<file path="config.mk">
export PLATFORM = sky130hd
export DESIGN_NAME = mul_div_unit
export DESIGN_NICKNAME = d
export VERILOG_FILES = /design/src/rtl/mul_div_unit.sv
export SDC_FILE = /design/constraint.sdc
export NUM_CORES = 1
export LEC_CHECK = 0
export ABC_AREA = 1
export CORE_MARGIN = 5
export CORE_UTILIZATION = 45
export CTS_CLUSTER_DIAMETER = 60
export CTS_CLUSTER_SIZE = 30
export DETAILED_ROUTE_END_ITERATION = 10
export DONT_BUFFER_PORTS = 1
export HOLD_SLACK_MARGIN = 0.02
export SLEW_MARGIN = 20
export SYNTH_ARGS = -nofsm -noshare
export SYNTH_HDL_FRONTEND = slang
export SYNTH_SLANG_ARGS = --single-unit
</file>
<file path="constraint.sdc">
create_clock -name clock -period 4.2 [get_ports clock]
set_clock_uncertainty 0.05 [all_clocks]
set_input_delay 1.26 -clock clock [delete_from_list [all_inputs] [get_ports clock]]
set_output_delay 1.26 -clock clock [all_outputs]
set_load 0.01 [all_outputs]
</file>
<file path="src/rtl/mul_div_unit.sv">
// Multicycle signed/unsigned multiply-divide engine writing HI/LO.
// Booth multiplier and restoring divider share one accumulator/shift datapath.
module mul_div_unit #(
  parameter int WIDTH = 32,
  parameter int CNT_W = $clog2(WIDTH) + 1
) (
  input  logic             clock,
  input  logic             reset,
  input  logic             start,
  input  logic [1:0]       op,
  input  logic [WIDTH-1:0] a,
  input  logic [WIDTH-1:0] b,
  output logic             busy,
  output logic             done,
  output logic             div_zero,
  output logic [WIDTH-1:0] hi,
  output logic [WIDTH-1:0] lo,
  output logic [CNT_W-1:0] counter
);

  localparam int AW = WIDTH + 2;
  localparam logic [CNT_W-1:0] CNT_MAX = CNT_W'(WIDTH);

  typedef enum logic [2:0] {
    S_IDLE,
    S_MUL,
    S_DIV,
    S_FINISH,
    S_DONE
  } state_t;

  state_t           state_q, state_d;
  logic [AW-1:0]    acc_q, acc_d;
  logic [AW-1:0]    m_q, m_d;
  logic [WIDTH-1:0] mq_q, mq_d;
  logic             qm1_q, qm1_d;
  logic [1:0]       op_q, op_d;
  logic             sa_q, sa_d;
  logic             sb_q, sb_d;
  logic             dz_q, dz_d;
  logic [WIDTH-1:0] hi_q, hi_d;
  logic [WIDTH-1:0] lo_q, lo_d;
  logic [CNT_W-1:0] cnt_q, cnt_d;

  logic             in_signed;
  logic [WIDTH-1:0] a_mag, b_mag;
  logic [AW-1:0]    booth_sum;
  logic [WIDTH:0]   rem_sh, rem_sub;
  logic             rem_ge;
  logic [WIDTH-1:0] q_fix, r_fix, mul_hi;

  assign in_signed = ~op[0];
  assign a_mag = (in_signed & a[WIDTH-1]) ? -a : a;
  assign b_mag = (in_signed & b[WIDTH-1]) ? -b : b;

  always_comb begin
    booth_sum = acc_q;
    case ({mq_q[0], qm1_q})
      2'b01:   booth_sum = acc_q + m_q;
      2'b10:   booth_sum = acc_q - m_q;
      default: booth_sum = acc_q;
    endcase
  end

  assign rem_sh  = {acc_q[WIDTH-1:0], mq_q[WIDTH-1]};
  assign rem_sub = rem_sh - m_q[WIDTH:0];
  assign rem_ge  = (rem_sh >= m_q[WIDTH:0]);

  // Remainder follows the dividend sign: truncation toward zero.
  assign q_fix = (~op_q[0] & (sa_q ^ sb_q)) ? -mq_q : mq_q;
  assign r_fix = (~op_q[0] & sa_q) ? -acc_q[WIDTH-1:0]
                                   : acc_q[WIDTH-1:0];
  // Booth reads b as signed; unsigned b with MSB set needs +a<<WIDTH.
  assign mul_hi = acc_q[WIDTH-1:0] +
                  ((op_q[0] & sb_q) ? m_q[WIDTH-1:0] : '0);

  always_comb begin
    state_d = state_q;
    acc_d   = acc_q;
    m_d     = m_q;
    mq_d    = mq_q;
    qm1_d   = qm1_q;
    op_d    = op_q;
    sa_d    = sa_q;
    sb_d    = sb_q;
    dz_d    = dz_q;
    hi_d    = hi_q;
    lo_d    = lo_q;
    cnt_d   = cnt_q;
    unique case (state_q)
      S_IDLE: begin
        cnt_d = '0;
        if (start) begin
          op_d  = op;
          sa_d  = a[WIDTH-1];
          sb_d  = b[WIDTH-1];
          dz_d  = 1'b0;
          acc_d = '0;
          qm1_d = 1'b0;
          if (op[1]) begin
            mq_d = a_mag;
            m_d  = {2'b00, b_mag};
            if (b == '0) begin
              dz_d    = 1'b1;
              state_d = S_DONE;
            end else begin
              state_d = S_DIV;
            end
          end else begin
            mq_d    = b;
            m_d     = op[0] ? {2'b00, a} : {{2{a[WIDTH-1]}}, a};
            state_d = S_MUL;
          end
        end
      end
      S_MUL: begin
        if (cnt_q == CNT_MAX) begin
          state_d = S_FINISH;
        end else begin
          acc_d = {booth_sum[AW-1], booth_sum[AW-1:1]};
          mq_d  = {booth_sum[0], mq_q[WIDTH-1:1]};
          qm1_d = mq_q[0];
          cnt_d = cnt_q + CNT_W'(1);
        end
      end
      S_DIV: begin
        if (cnt_q == CNT_MAX) begin
          state_d = S_FINISH;
        end else begin
          acc_d = rem_ge ? {2'b00, rem_sub[WIDTH-1:0]}
                         : {2'b00, rem_sh[WIDTH-1:0]};
          mq_d  = {mq_q[WIDTH-2:0], rem_ge};
          cnt_d = cnt_q + CNT_W'(1);
        end
      end
      S_FINISH: begin
        hi_d    = op_q[1] ? r_fix : mul_hi;
        lo_d    = op_q[1] ? q_fix : mq_q;
        state_d = S_DONE;
      end
      S_DONE: begin
        cnt_d   = '0;
        state_d = S_IDLE;
      end
      default: state_d = S_IDLE;
    endcase
  end

  always_ff @(posedge clock) begin
    if (reset) begin
      state_q <= S_IDLE;
      acc_q   <= '0;
      m_q     <= '0;
      mq_q    <= '0;
      qm1_q   <= 1'b0;
      op_q    <= '0;
      sa_q    <= 1'b0;
      sb_q    <= 1'b0;
      dz_q    <= 1'b0;
      hi_q    <= '0;
      lo_q    <= '0;
      cnt_q   <= '0;
    end else begin
      state_q <= state_d;
      acc_q   <= acc_d;
      m_q     <= m_d;
      mq_q    <= mq_d;
      qm1_q   <= qm1_d;
      op_q    <= op_d;
      sa_q    <= sa_d;
      sb_q    <= sb_d;
      dz_q    <= dz_d;
      hi_q    <= hi_d;
      lo_q    <= lo_d;
      cnt_q   <= cnt_d;
    end
  end

  assign busy     = (state_q == S_MUL) || (state_q == S_DIV) ||
                    (state_q == S_FINISH);
  assign done     = (state_q == S_DONE);
  assign div_zero = dz_q;
  assign hi       = hi_q;
  assign lo       = lo_q;
  assign counter  = cnt_q;

endmodule

</file>
[Yosys cells after proc, flatten, opt, wreduce, memory -nomap -nowiden]
Cells that the tools add are included.
Word-level totals
  flip-flop bits (word level): 179
  input bits: 69
  output and inout port bits: 73
  word-level logic and storage cells: 88
Operators by class
  $add $sub $neg: 9
  $lt $le $gt $ge: 1
  eq/ne operators: 12
  muxes and demuxes: 32
  bitwise operators: 8
  reductions and logical operators: 14
Operator list (count)
  32-bit two-way mux: 12
  34-bit two-way mux: 5
  32-bit negator: 4
  34-bit case mux with 3 select lines: 1
  32-bit case mux with 3 select lines: 1
  34-bit case mux with 2 select lines: 1
  34-bit adder: 1
  34-bit subtractor: 1
  33-bit >= comparator: 1
  32-bit adder: 1
  32-bit logical NOT: 1
  32-bit subtractor: 1
  3-bit two-way mux: 4
  6-bit case mux with 2 select lines: 1
  3-bit case mux with 3 select lines: 1
  2-bit inequality test (second input constant): 4
  6-bit by 1-bit adder with 6-bit output (second input constant): 1
  3-bit by 2-bit equality test with 1-bit output (second input constant): 2
  6-bit equality test (second input constant): 1
  6-bit two-way mux: 1
  2-bit AND reduction: 3
  1-bit AND: 5
  1-bit two-way mux: 4
  4-bit AND reduction: 1
  other kinds (14): 18

[Longest topological paths before layout]
  depth after elaboration: 6
  gate-level depth with buffers: 27
  mapped depth without buffers: 27

[Worst setup path before layout]
Ideal clock, no wire load.
  path type: register to register
  start point: register m_q[1]
  end point: register acc_q[27]
  library setup time: 0.117 ns
  arrival time: 2.836 ns
  required time: 4.033 ns
  setup slack: 1.197 ns
  stages on the path, launching flop included: 27
  path buffers: 0
  period minus slack after synthesis: 3.003 ns
  path through: dfxtp_1 > inv_1 > ha_1 > nand3_1 > nor2_1 > nand3_1 > nor2_2 > nand2_1 > nor2_1 > a31oi_1 > nor2_1 > xor2_1 > ha_1 > nand2_1 > inv_1 > nand2_1 > inv_1 > nand2_1 > inv_1 > a21oi_1 > nand2_1 > nand2_1 > nand3_1 > nand2_1 > nand2_1 > nor2_1 > nor2_1
On the way
  longest elaborated chain between the ends: 4
  elaborated cells on any way between the ends: 9
  those cells by class: add/sub (3); order compare (1); mux (5)
RTL lines
  start: declaration: RTL line 34  | logic [AW-1:0] m_q, m_d;
  start signal: assignment: RTL line 166  | m_q <= m_d;
  34-bit subtractor (tied with other cells): RTL line 60  | 2'b10: booth_sum = acc_q - m_q;
  34-bit case mux with 2 select lines or 32-bit two-way mux (tied branches): RTL line 58, 130
  34-bit two-way mux, on equally long branches: RTL line 117, 127
  34-bit case mux with 3 select lines *: RTL line 90  | unique case (state_q)
  end signal: assignment: RTL line 152  | acc_q <= '0;
  end signal: assignment: RTL line 165  | acc_q <= acc_d;
  end: declaration: RTL line 33  | logic [AW-1:0] acc_q, acc_d;
Every way passes the cells marked *; elsewhere a longest branch is shown, timed or not. The select of a mux whose other input is x is not followed.
A chain may end at the register's enable or synchronous reset.

[Final worst setup path]
  start point: register m_q[1]
  end point: register acc_q[31]
Same word-level chain as after synthesis.

==> results.yml <==
outcome:
  status: "completed"
clocking:
  cts.sinks: 177
  htreeDepth: 4
  postCtsResizedCells: 0
  cts_setup_buffers: 0
  hold_buffers: 0
  clock_path_buffers: 2
  clk_latency_ns: 0.50
  cts_tree: "yes"
  cts_made_buffers: 17
  clkTransAtPathRegs_ns: 0.09
  root_buffer: "clkbuf_16"
setup_path:
  cp_max_fo: 5
  critical_path_required_ns: 4.55
  rr_endpoint: "acc_q[31]$_SDFFE_PP0P_"
  critPathMaxStageDelay_ns: 0.34
  end_kind: "flop"
  critPathLaunchType: "flop"
  reg2reg_slack_ns: 0.41
  r2r_start: "m_q[1]$_SDFFE_PP0P_"
  reg2regPathDepth: 26
  crit_slowest_cell: "ha_1"
  worstPathArrival_ns: 4.15
  crit_top_cell: "nand2_1"
  worst-setup-path-type: "reg2reg"
placed_design:
  place.gp.congestion: 1.03
  place_hpwl_mm: 71.1
  io_buffers: 0
  placed_cells: 4141
timing:
  maxSlewHeadroom_pct: 37.6
  final.min_clock_period_ns: 3.80
  tns_ns: 0
  hold_violations: 0
  tightest_slew_ns: 0.926
  post-route-period-util_pct: 90.4
  slew_violations: 0
  holdWs_ns: 0.421
  fmax_mhz: 264
  setup_viol: 0
  rsz0062_at_grt: "no"
yosys:
  yosysTopAreaCell: "nand2_1"
  synth_fp_nets: 3809
  synth-seq-cells: 177
  yosys-top-cells-area: "nand2_1 18%, dfxtp_1 18%, inv_1 10%"
  netlist-cell-type-count: 54
  synth_cells: 3632
  async_flop_share_pct: 0
  yosys_most_used_dff: "dfxtp_1"
  avgSynthCellArea_um2: 5.55
  synth_edf_count: 0
  synth.top_cell.area_share_pct: 17.9
  seq_area_frac_synth_pct: 17.6
  ys.warnings.count: 0
  netlist_area_mm2: 0.0202
cells_and_area:
  layout.nets: 3745
  drive_above_1_share_pct: 4.36
  utilization_pct: 48.1
  syn2layout_area_growth_pct: 5.66
  diodes: 0
  final_cells: 4173
floorplan:
  die_y_um: 222
  core_area_mm2: 0.0443
  dieArea_mm2: 0.0491
  ios: 142
  num_rows: 77
  initial_core_util_pct: 45.5
  fp.dieW_um: 222
power_and_ir_drop:
  p_per_area_mw_per_mm2: 746
  leakagePower_uw: 0.0105
  ir_drop_v: 0.000517
worst_hold_path:
  holdPathEnd: "qm1_q$_SDFFE_PP0P_"
  hp-start: "qm1_q$_SDFFE_PP0P_"
  worstHoldPathType: "reg2reg"
  worstHoldPathCells: 2
global_route:
  grt_max_degree: 115
  grt_pass1_wl_mm: 132
  antenna_found_initial: 0
  grt_pass1_vias: 22130
  grt_use_total_pct: 34.3
  grt.overflow.total: 0
detailed_routing:
  wirelength_mm: 88.2
  drtAntennaViolNets: 0
  drt_pre_antenna_iters: 6
  wire_per_inst_um: 21.1
  drt_iter0_markers: 2475
  vias: 23964
  via_per_inst: 5.74
  drc: 0
run:
  max-cap-violations: 0
==> synth_stat cells (19+ instances only) <==
master / count
o22ai_1: 29
nor2_1: 431
a21oi_1: 357
ha_1: 105
o211ai_1: 36
xnor2_1: 23
o221ai_1: 19
nand3_1: 270
buf_2: 28
clkbuf_1: 84
dfxtp_1: 177
nand2_1: 961
nor3_1: 50
o21ai_0: 240
inv_1: 537
xor2_1: 65
nand4_1: 39
==> power breakdown <==
group | leakage, uW | internal (uW) | switching, uW | total [uW]
Clock | 0.000297 | 828 | 902 | 1730
Combinational | 0.00875 | 3390 | 8000 | 11400
Sequential | 0.00145 | 2080 | 701 | 2780
==> layer usage <==
layer / track usage (%) / up-vias / routed length (um)
li1: - / 11688 / -
met1: 42.1 / 10955 / 35400
met2: 56.8 / 1085 / 40100
met3: 5.34 / 236 / 6440
met4: 20.5 / 0 / 6220
met5: 0 / - / 0
==> flip-flops by register name, indices dropped and copies added (netlist names) <==
register  cells
state_q       3
div_zero      1
qm1_q         1
m_q          33
sb_q          1
counter       6
sa_q          1
acc_q        33
mq_q         32
hi           32
lo           32
op_q          2
==> area by class of cell <==
| type | count | area, um^2 |
|---|---|---|
| Tap cell | 592 | 741 |
| Clock buffer | 18 | 439 |
| Clock inverter | 14 | 181 |
| Timing Repair Buffer | 38 | 298 |
| Fill cell | 4920 | 23000 |
| Multi-Input combinational cell | 2785 | 14000 |
| Inverter | 549 | 2060 |
| Sequential cell | 177 | 3540 |
==> placed cells by master, fill, tap and decap left out, types with 17 or more instances in the layout <==
cell | netlist | final
nor2_2 | 16 | 17
nand3_1 | 270 | 270
xnor2_1 | 23 | 23
nor3_1 | 50 | 50
inv_1 | 537 | 536
ha_1 | 105 | 105
o22ai_1 | 29 | 29
dfxtp_1 | 177 | 177
nand4_1 | 39 | 39
nor2_1 | 431 | 430
o221ai_1 | 19 | 19
o21ai_0 | 240 | 240
o211ai_1 | 36 | 36
nand2_1 | 961 | 960
clkbuf_16 | 0 | 17
buf_4 | 0 | 37
xor2_1 | 65 | 65
a21oi_1 | 357 | 357
==> critical path: cells and delay by family, from the launching register on <==
family / cells / cell delay [ns]
AND/OR/NAND/NOR: 18 / 1.89
adder cells (fa/ha/maj): 2 / 0.55
AO/OA/AOI/OAI: 2 / 0.39
flip-flops: 1 / 0.33
buffers and inverters: 3 / 0.26
XOR/XNOR: 1 / 0.24
==> stage by stage <==
stage,setup WS (ns),power (uW),cell area (um^2)
4_1_cts,0.361,15700,21300
2_1_floorplan,1.20,10600,20200
3_3_place_gp,0.452,13800,20700
3_5_place_dp,0.364,13900,20700
5_1_grt,0.0406,17200,21300
6_report,0.405,15900,21300
==> kinds of logic (layout without fill, tap and decap cells) <==
group	Yosys count	count (layout)	synth area share, %
AO/OA/AOI/OAI	762	762	21.1
AND/OR/NAND/NOR	1827	1827	37.9
adder cells (fa/ha/maj)	108	108	6.81
buffers and inverters	670	619	12.8
flip-flops	177	177	17.6
XOR/XNOR	88	88	3.82
==> worst max-delay path by stage <==
| stage | slack [ns] | end | from | cells after the start |
|---|---|---|---|---|
| after floorplan | 1.20 | acc_q[27]$_SDFFE_PP0P_ | m_q[1]$_SDFFE_PP0P_ | 26 |
| after global placement | 0.45 | acc_q[27]$_SDFFE_PP0P_ | m_q[1]$_SDFFE_PP0P_ | 26 |
| after detailed placement | 0.36 | acc_q[31]$_SDFFE_PP0P_ | m_q[1]$_SDFFE_PP0P_ | 26 |
| after CTS | 0.36 | acc_q[31]$_SDFFE_PP0P_ | m_q[1]$_SDFFE_PP0P_ | 26 |
| after global routing | 0.04 | acc_q[26]$_SDFFE_PP0P_ | m_q[1]$_SDFFE_PP0P_ | 25 |
| final | 0.41 | acc_q[31]$_SDFFE_PP0P_ | m_q[1]$_SDFFE_PP0P_ | 26 |
Power figures use the tool's default switching activity.
